$ cat src/rtl/register_pipeline_pkg.sv
// Shared constants and helpers for the handshaked register pipeline.
package register_pipeline_pkg;

  localparam int unsigned DefaultWidth = 8;
  localparam int unsigned DefaultDepth = 3;

  // Occupancy counter must represent 0..depth inclusive.
  function automatic int unsigned count_width(int unsigned depth);
    return $clog2(depth + 1);
  endfunction

endpackage

$ cat src/rtl/register_pipeline_stage.sv
// One data+valid pipeline register with load enable, synchronous reset and flush.
module register_pipeline_stage
  import register_pipeline_pkg::*;
#(
  parameter int unsigned        WIDTH = DefaultWidth,
  parameter logic [WIDTH-1:0]   INIT  = '0
) (
  input  logic             real_clk,
  input  logic             rst,
  input  logic             flush,
  input  logic             load,
  input  logic [WIDTH-1:0] d,
  input  logic             d_valid,
  output logic [WIDTH-1:0] q,
  output logic             q_valid
);

  // Flush only drops the valid bit; data is left as-is.
  always_ff @(posedge real_clk) begin
    if (rst) begin
      q       <= INIT;
      q_valid <= 1'b0;
    end else if (flush) begin
      q_valid <= 1'b0;
    end else if (load) begin
      q       <= d;
      q_valid <= d_valid;
    end
  end

endmodule

$ cat src/rtl/register_pipeline_vr.sv
// DEPTH-stage valid/ready register pipeline with bubble collapsing, clock enable,
// synchronous flush and occupancy count.
module register_pipeline_vr
  import register_pipeline_pkg::*;
#(
  parameter int unsigned      WIDTH = DefaultWidth,
  parameter int unsigned      DEPTH = DefaultDepth,
  parameter logic [WIDTH-1:0] INIT  = '0
) (
  input  logic                          CLK,
  input  logic                          RESET,
  input  logic                          CE,
  input  logic                          FLUSH,
  input  logic [WIDTH-1:0]              I,
  input  logic                          I_valid,
  output logic                          I_ready,
  output logic [WIDTH-1:0]              O,
  output logic                          O_valid,
  input  logic                          O_ready,
  output logic [count_width(DEPTH)-1:0] count
);

  localparam int unsigned CntW = count_width(DEPTH);

  logic [WIDTH-1:0] data [DEPTH];
  logic [DEPTH-1:0] valid;
  logic [DEPTH-1:0] rdy;
  logic [DEPTH-1:0] load;
  logic             enable;
  logic             in_acc;
  logic             out_acc;
  logic [CntW-1:0]  count_q;

  assign enable = CE & ~FLUSH;

  // A stage can take a word if it is empty or everything downstream can move.
  always_comb begin : ready_chain
    logic r;
    r   = O_ready;
    rdy = '0;
    for (int k = DEPTH - 1; k >= 0; k--) begin
      r      = ~valid[k] | r;
      rdy[k] = r;
    end
  end

  assign load    = {DEPTH{enable}} & rdy;
  assign I_ready = enable & rdy[0];
  assign O       = data[DEPTH-1];
  assign O_valid = valid[DEPTH-1];
  assign in_acc  = I_valid & I_ready;
  assign out_acc = enable & O_valid & O_ready;
  assign count   = count_q;

  for (genvar k = 0; k < DEPTH; k++) begin : g_stage
    logic [WIDTH-1:0] src;
    logic             src_valid;

    if (k == 0) begin : g_head
      assign src       = I;
      assign src_valid = I_valid;
    end else begin : g_body
      assign src       = data[k-1];
      assign src_valid = valid[k-1];
    end

    register_pipeline_stage #(
      .WIDTH (WIDTH),
      .INIT  (INIT)
    ) u_stage (
      .real_clk (CLK),
      .rst      (RESET),
      .flush    (FLUSH),
      .load     (load[k]),
      .d        (src),
      .d_valid  (src_valid),
      .q        (data[k]),
      .q_valid  (valid[k])
    );
  end

  always_ff @(posedge CLK) begin
    if (RESET || FLUSH) begin
      count_q <= '0;
    end else if (in_acc && !out_acc) begin
      count_q <= count_q + CntW'(1);
    end else if (out_acc && !in_acc) begin
      count_q <= count_q - CntW'(1);
    end
  end

endmodule

$ cat config.mk
export PLATFORM = sky130hd
export DESIGN_NAME = register_pipeline_vr
export DESIGN_NICKNAME = d
export VERILOG_FILES = /design/src/rtl/register_pipeline_pkg.sv /design/src/rtl/register_pipeline_stage.sv /design/src/rtl/register_pipeline_vr.sv
export SDC_FILE = /design/constraint.sdc
export NUM_CORES = 1
export LEC_CHECK = 0
export ABC_AREA = 1
export CAP_MARGIN = 20
export CORE_MARGIN = 4
export CORE_UTILIZATION = 61
export CTS_BUF_LIST = sky130_fd_sc_hd__clkbuf_16
export DETAILED_ROUTE_END_ITERATION = 8
export DONT_BUFFER_PORTS = 1
export GPL_TIMING_DRIVEN = 0
export PLACE_DENSITY = 0.77
export SYNTH_ARGS = -nofsm -noshare
export SYNTH_HDL_FRONTEND = slang
export SYNTH_HIERARCHICAL = 1
export SYNTH_SLANG_ARGS = --single-unit
$ cat constraint.sdc
create_clock -name CLK -period 1.53 [get_ports CLK]
set_input_delay 0.153 -clock CLK [delete_from_list [all_inputs] [get_ports CLK]]
set_output_delay 0.153 -clock CLK [all_outputs]
set_load 0.1 [all_outputs]
==> reports/qor_table.md <==
| Parameter | This run | Unit |
|---|---|---|
| Run status | complete, but fails checks | - |
| Failing checks | setup timing | - |
| Worst-case vdd ir drop | 0.8768 | mV |
| Worst-case clock skew | 0.003683 | ns |
| Hold violation count in the final report | 0 | - |
| Hold-critical path endpoint | g_stage[0].u_stage/q_valid | - |
| Main combinational cell family by area after synthesis | simple AND/OR/NAND/NOR gates | - |
| Largest incremental delay on the critical path | 0.56 | ns |
| Die span in x | 54.96 | um |
| Synthesized instance count | 206 | - |
| Worst hold-check slack | 0.03534 | ns |
| Share of synthesized area spent on multiplexers | 0 | % |
| Setup slack of the most critical reg-to-reg path | -0.57 | ns |
| DRC | 0 | - |
| Critical path's slowest cell | dfxtp_4 | - |
| Weighted congestion reported at the end of routability-driven placement | 0.6847 | - |
| Top achievable clock speed | 475.7 | MHz |
| Vias in the first global route | 1,094 | - |
| Chip height | 54.96 | um |
| Pin slew with the least headroom to its limit | 0.9986 | ns |
| Antenna diodes | 0 | - |
| Global router's overall resource usage | 19.83 | % |
| Count of warnings emitted by yosys | 6 | - |
| Power per Cell Area | 1197 | nW/um^2 |
| Area of the core region | 2022 | um^2 |
| Number of placed I/O pins | 26 | - |
| Total of max-cap violations | 0 | - |
| Number of placed instances, taps included | 233 | - |
| Hold wc startpoint | I_valid | - |
| Number of sinks driven by the clock tree | 29 | - |
| Number of distinct library cell variants in the gate-level netlist after synthesis | 14 | - |
| Post-Syn Nets | 221 | - |
| Ordered list of cells on the worst path | nand3_2 -> inv_2 -> nand2_2 -> nand2_4 -> clkinvlp_4 -> buf_8 -> inv_6 -> nor2_4 -> nor2_1 -> nor2_1 | - |
| Final count of negative-setup-slack endpoints | 12 | - |
| Critical Path Sink Type | flop | - |
| Worst rel slew slack | 33.34 | % |
| Classification of the worst-slack hold path | primary input to flop | - |
| Clock edge transition at the registers on the reported setup and hold paths | 0.05 | ns |
| Remaining global-route overflow | 0 | - |
| Clock buffers created by TritonCTS | 5 | - |
| CTS tree | yes | - |
| Synthesized-area fraction occupied by ao, oa, aoi and oai cells | 2.233 | % |
| Shortest clock period the worst path allows after layout | 2.102 | ns |
| Footprint of the multi-input gates | 625.6 | um^2 |
| Depth of the worst register-to-register path | 10 | - |
| Post-synthesis share of cell area spent on full adders, half adders and majority gates | 0.9302 | % |
| Total number of vias | 1,205 | - |
| Average instance area after synthesis | 6.529 | um^2 |
| RR Startpoint | g_stage[2].u_stage/q_valid | - |
| Routed wire length per instance | 11.37 | um |
| Count of input and output buffers | 0 | - |
| Overall routed net length | 2774 | um |
| Total Die Area | 3020 | um^2 |
| Setup repair after global routing missed its margin | yes | - |
| Initial antenna violation count | 0 | - |
| Hold-fix buffer count after cts | 0 | - |
| Area taken by flip-flops and latches | 585.6 | um^2 |
| First-pass GRT wire length | 4215 | um |
| Effective utilization at floorplan | 66.52 | % |
| Endpoint arrival time on the critical path | 2.26 | ns |
| Yosys reg bits | 29 | - |
| Minimum setup slack in the final design | -0.5719 | ns |
| Number of rows created at floorplan | 16 | - |
| Root Buffer | clkbuf_16 | - |
| Final nets | 231 | - |
| HPWL after DPL | 1794 | um |
| Worst Hold Path Cells | 2 | - |
| Largest net degree at the start of global routing | 11 | - |
| 1st-pass router iterations | 4 | - |
| Proportion of synthesized chip area in sequential cells | 43.16 | % |
| Number of max-slew violations in the final report | 0 | - |
| Synthesized cell area | 1345 | um^2 |
| Critical register-to-register path endpoint | g_stage[0].u_stage/q[7] | - |
| Static leakage | 0.7158 | nW |
| Largest buffer count on any clock path | 2 | - |
| H-tree levels | 2 | - |
| Post-DRT Antenna Nets | 0 | - |
| Insertion delay of the later-clocked pin in the worst-skew pair | 0.26 | ns |
| Fraction of the mapped netlist area in simple logic gates | 38.88 | % |
| DRC marker count from the first detailed-route iteration | 18 | - |
| Share of layout cells above drive strength 1 | 18.89 | % |
| Syn-to-layout area delta | 21.58 | % |
| Final period util | 137.4 | % |
| Critical path peak fanout | 8 | - |
| Post-synthesis share of cell area spent on xor and xnor gates | 0 | % |
| Top cell by count, worst path | nor2_1 | - |
| Required time at the endpoint of the critical path | 1.69 | ns |
| CP Launch Type | flop | - |
| Post-DR vias/cell | 4.939 | - |
| Post-layout total power | 1.957 | mW |
| Fin cells | 244 | - |
| Count of filler cells inserted in the layout | 155 | - |
| Worst Setup Path Type | flop to flop | - |
==> kinds of logic (layout without fill, tap and decap cells) <==
kind of cell    after synthesis  in the layout
compound gates                6              6
fa+ha+maj                     1              1
buf+inv                      47             58
flops                        29             29
simple gates                123            123
==> layout make-up <==
class                           count  area share (%)
Multi-Input combinational cell    130           38.26
Buffer                              3           2.295
Timing Repair Buffer                3           2.448
Tap cell                           27           2.066
Clock buffer                        5           7.651
Inverter                           44           10.79
Clock inverter                      3          0.6886
Sequential cell                    29           35.81
==> routing by layer <==
| metal | vias to the layer above | GRT usage (%) | routed length (um) |
|---|---|---|---|
| li1 | 633 | - | - |
| met3 | 2 | 7.775 | 114 |
| met1 | 540 | 20.03 | 1163 |
| met5 | - | 0 | 0 |
| met2 | 30 | 36.42 | 1488 |
| met4 | 0 | 7.287 | 6 |
==> cell usage in the layout (no fill, tap or decap), types with 3 or more instances in the layout <==
| master | instances |
|---|---|
| dfxtp_1 | 27 |
| inv_1 | 32 |
| nand2_2 | 3 |
| nor2_1 | 48 |
| nor2_2 | 4 |
| nor2_4 | 4 |
| nand2_1 | 35 |
| clkbuf_16 | 6 |
| inv_2 | 8 |
| a21oi_1 | 4 |
| clkinv_1 | 4 |
| nand3_1 | 25 |
==> flip-flops by register name, indices dropped and copies added, names as in the netlist <==
signal	count
g_stage.u_stage/q	24
count	2
g_stage.u_stage/q_valid	3
==> worst max-delay path, delay by kind of cell (launching register included) <==
kind,cells,cell delay (ns)
simple gates,6,0.49
buf+inv,4,0.94
flops,1,0.56
==> cell usage after synthesis <==
cell	number	share of area [%]
ha_1	1	0.93
inv_1	34	9.5
nand4_1	1	0.47
a21oi_1	5	1.9
nor2_4	3	2.5
nand3_1	27	10
dfxtp_1	29	43
nand2_1	38	11
nand2_2	1	0.47
buf_6	3	2.5
nor2_1	53	15
o21ai_0	1	0.37
clkinv_1	3	0.84
inv_2	7	2.0
==> what timing repair did <==
item                       in CTS  in global routing
pin swaps                       1                 12
setup endpoints to repair      12                 12
cloned                          0                  1
resized for setup               1                 17
buffers inserted                1                  1
==> power breakdown <==
part	leakage [nW]	switching (mW)	internal [mW]
combinational	0.404	0.120	0.0737
clock	0.0738	0.292	0.581
sequential	0.238	0.102	0.789
==> worst max-delay path by stage <==
stage | startpoint | endpoint | slack (ns) | cells after the start
6_report | g_stage[2].u_stage/q_valid | g_stage[0].u_stage/q[7] | -0.57 | 10
5_1_grt | g_stage[2].u_stage/q_valid | g_stage[0].u_stage/q[7] | -0.64 | 10
4_1_cts | g_stage[2].u_stage/q_valid | g_stage[0].u_stage/q[6] | -0.48 | 10
3_5_place_dp | g_stage[2].u_stage/q_valid | g_stage[0].u_stage/q[4] | -0.45 | 10
3_3_place_gp | g_stage[2].u_stage/q_valid | g_stage[0].u_stage/q[0] | -0.43 | 10
2_1_floorplan | g_stage[2].u_stage/q_valid | g_stage[0].u_stage/q[0] | -0.36 | 10
==> metrics by stage <==
step / setup WS (ns) / instance area (um^2) / util (%) / setup TNS [ns]
floorplan: -0.3550 / 1363 / - / -3.135
global placement: -0.4291 / 1396 / 69.06 / -3.842
detailed placement: -0.4505 / 1396 / 69.06 / -4.037
CTS: -0.4773 / 1543 / 76.30 / -4.367
global route: -0.6420 / 1635 / 80.88 / -6.071
finish: -0.5719 / 1635 / 80.88 / -5.297
No activity file was read; power rests on OpenSTA's default activity.
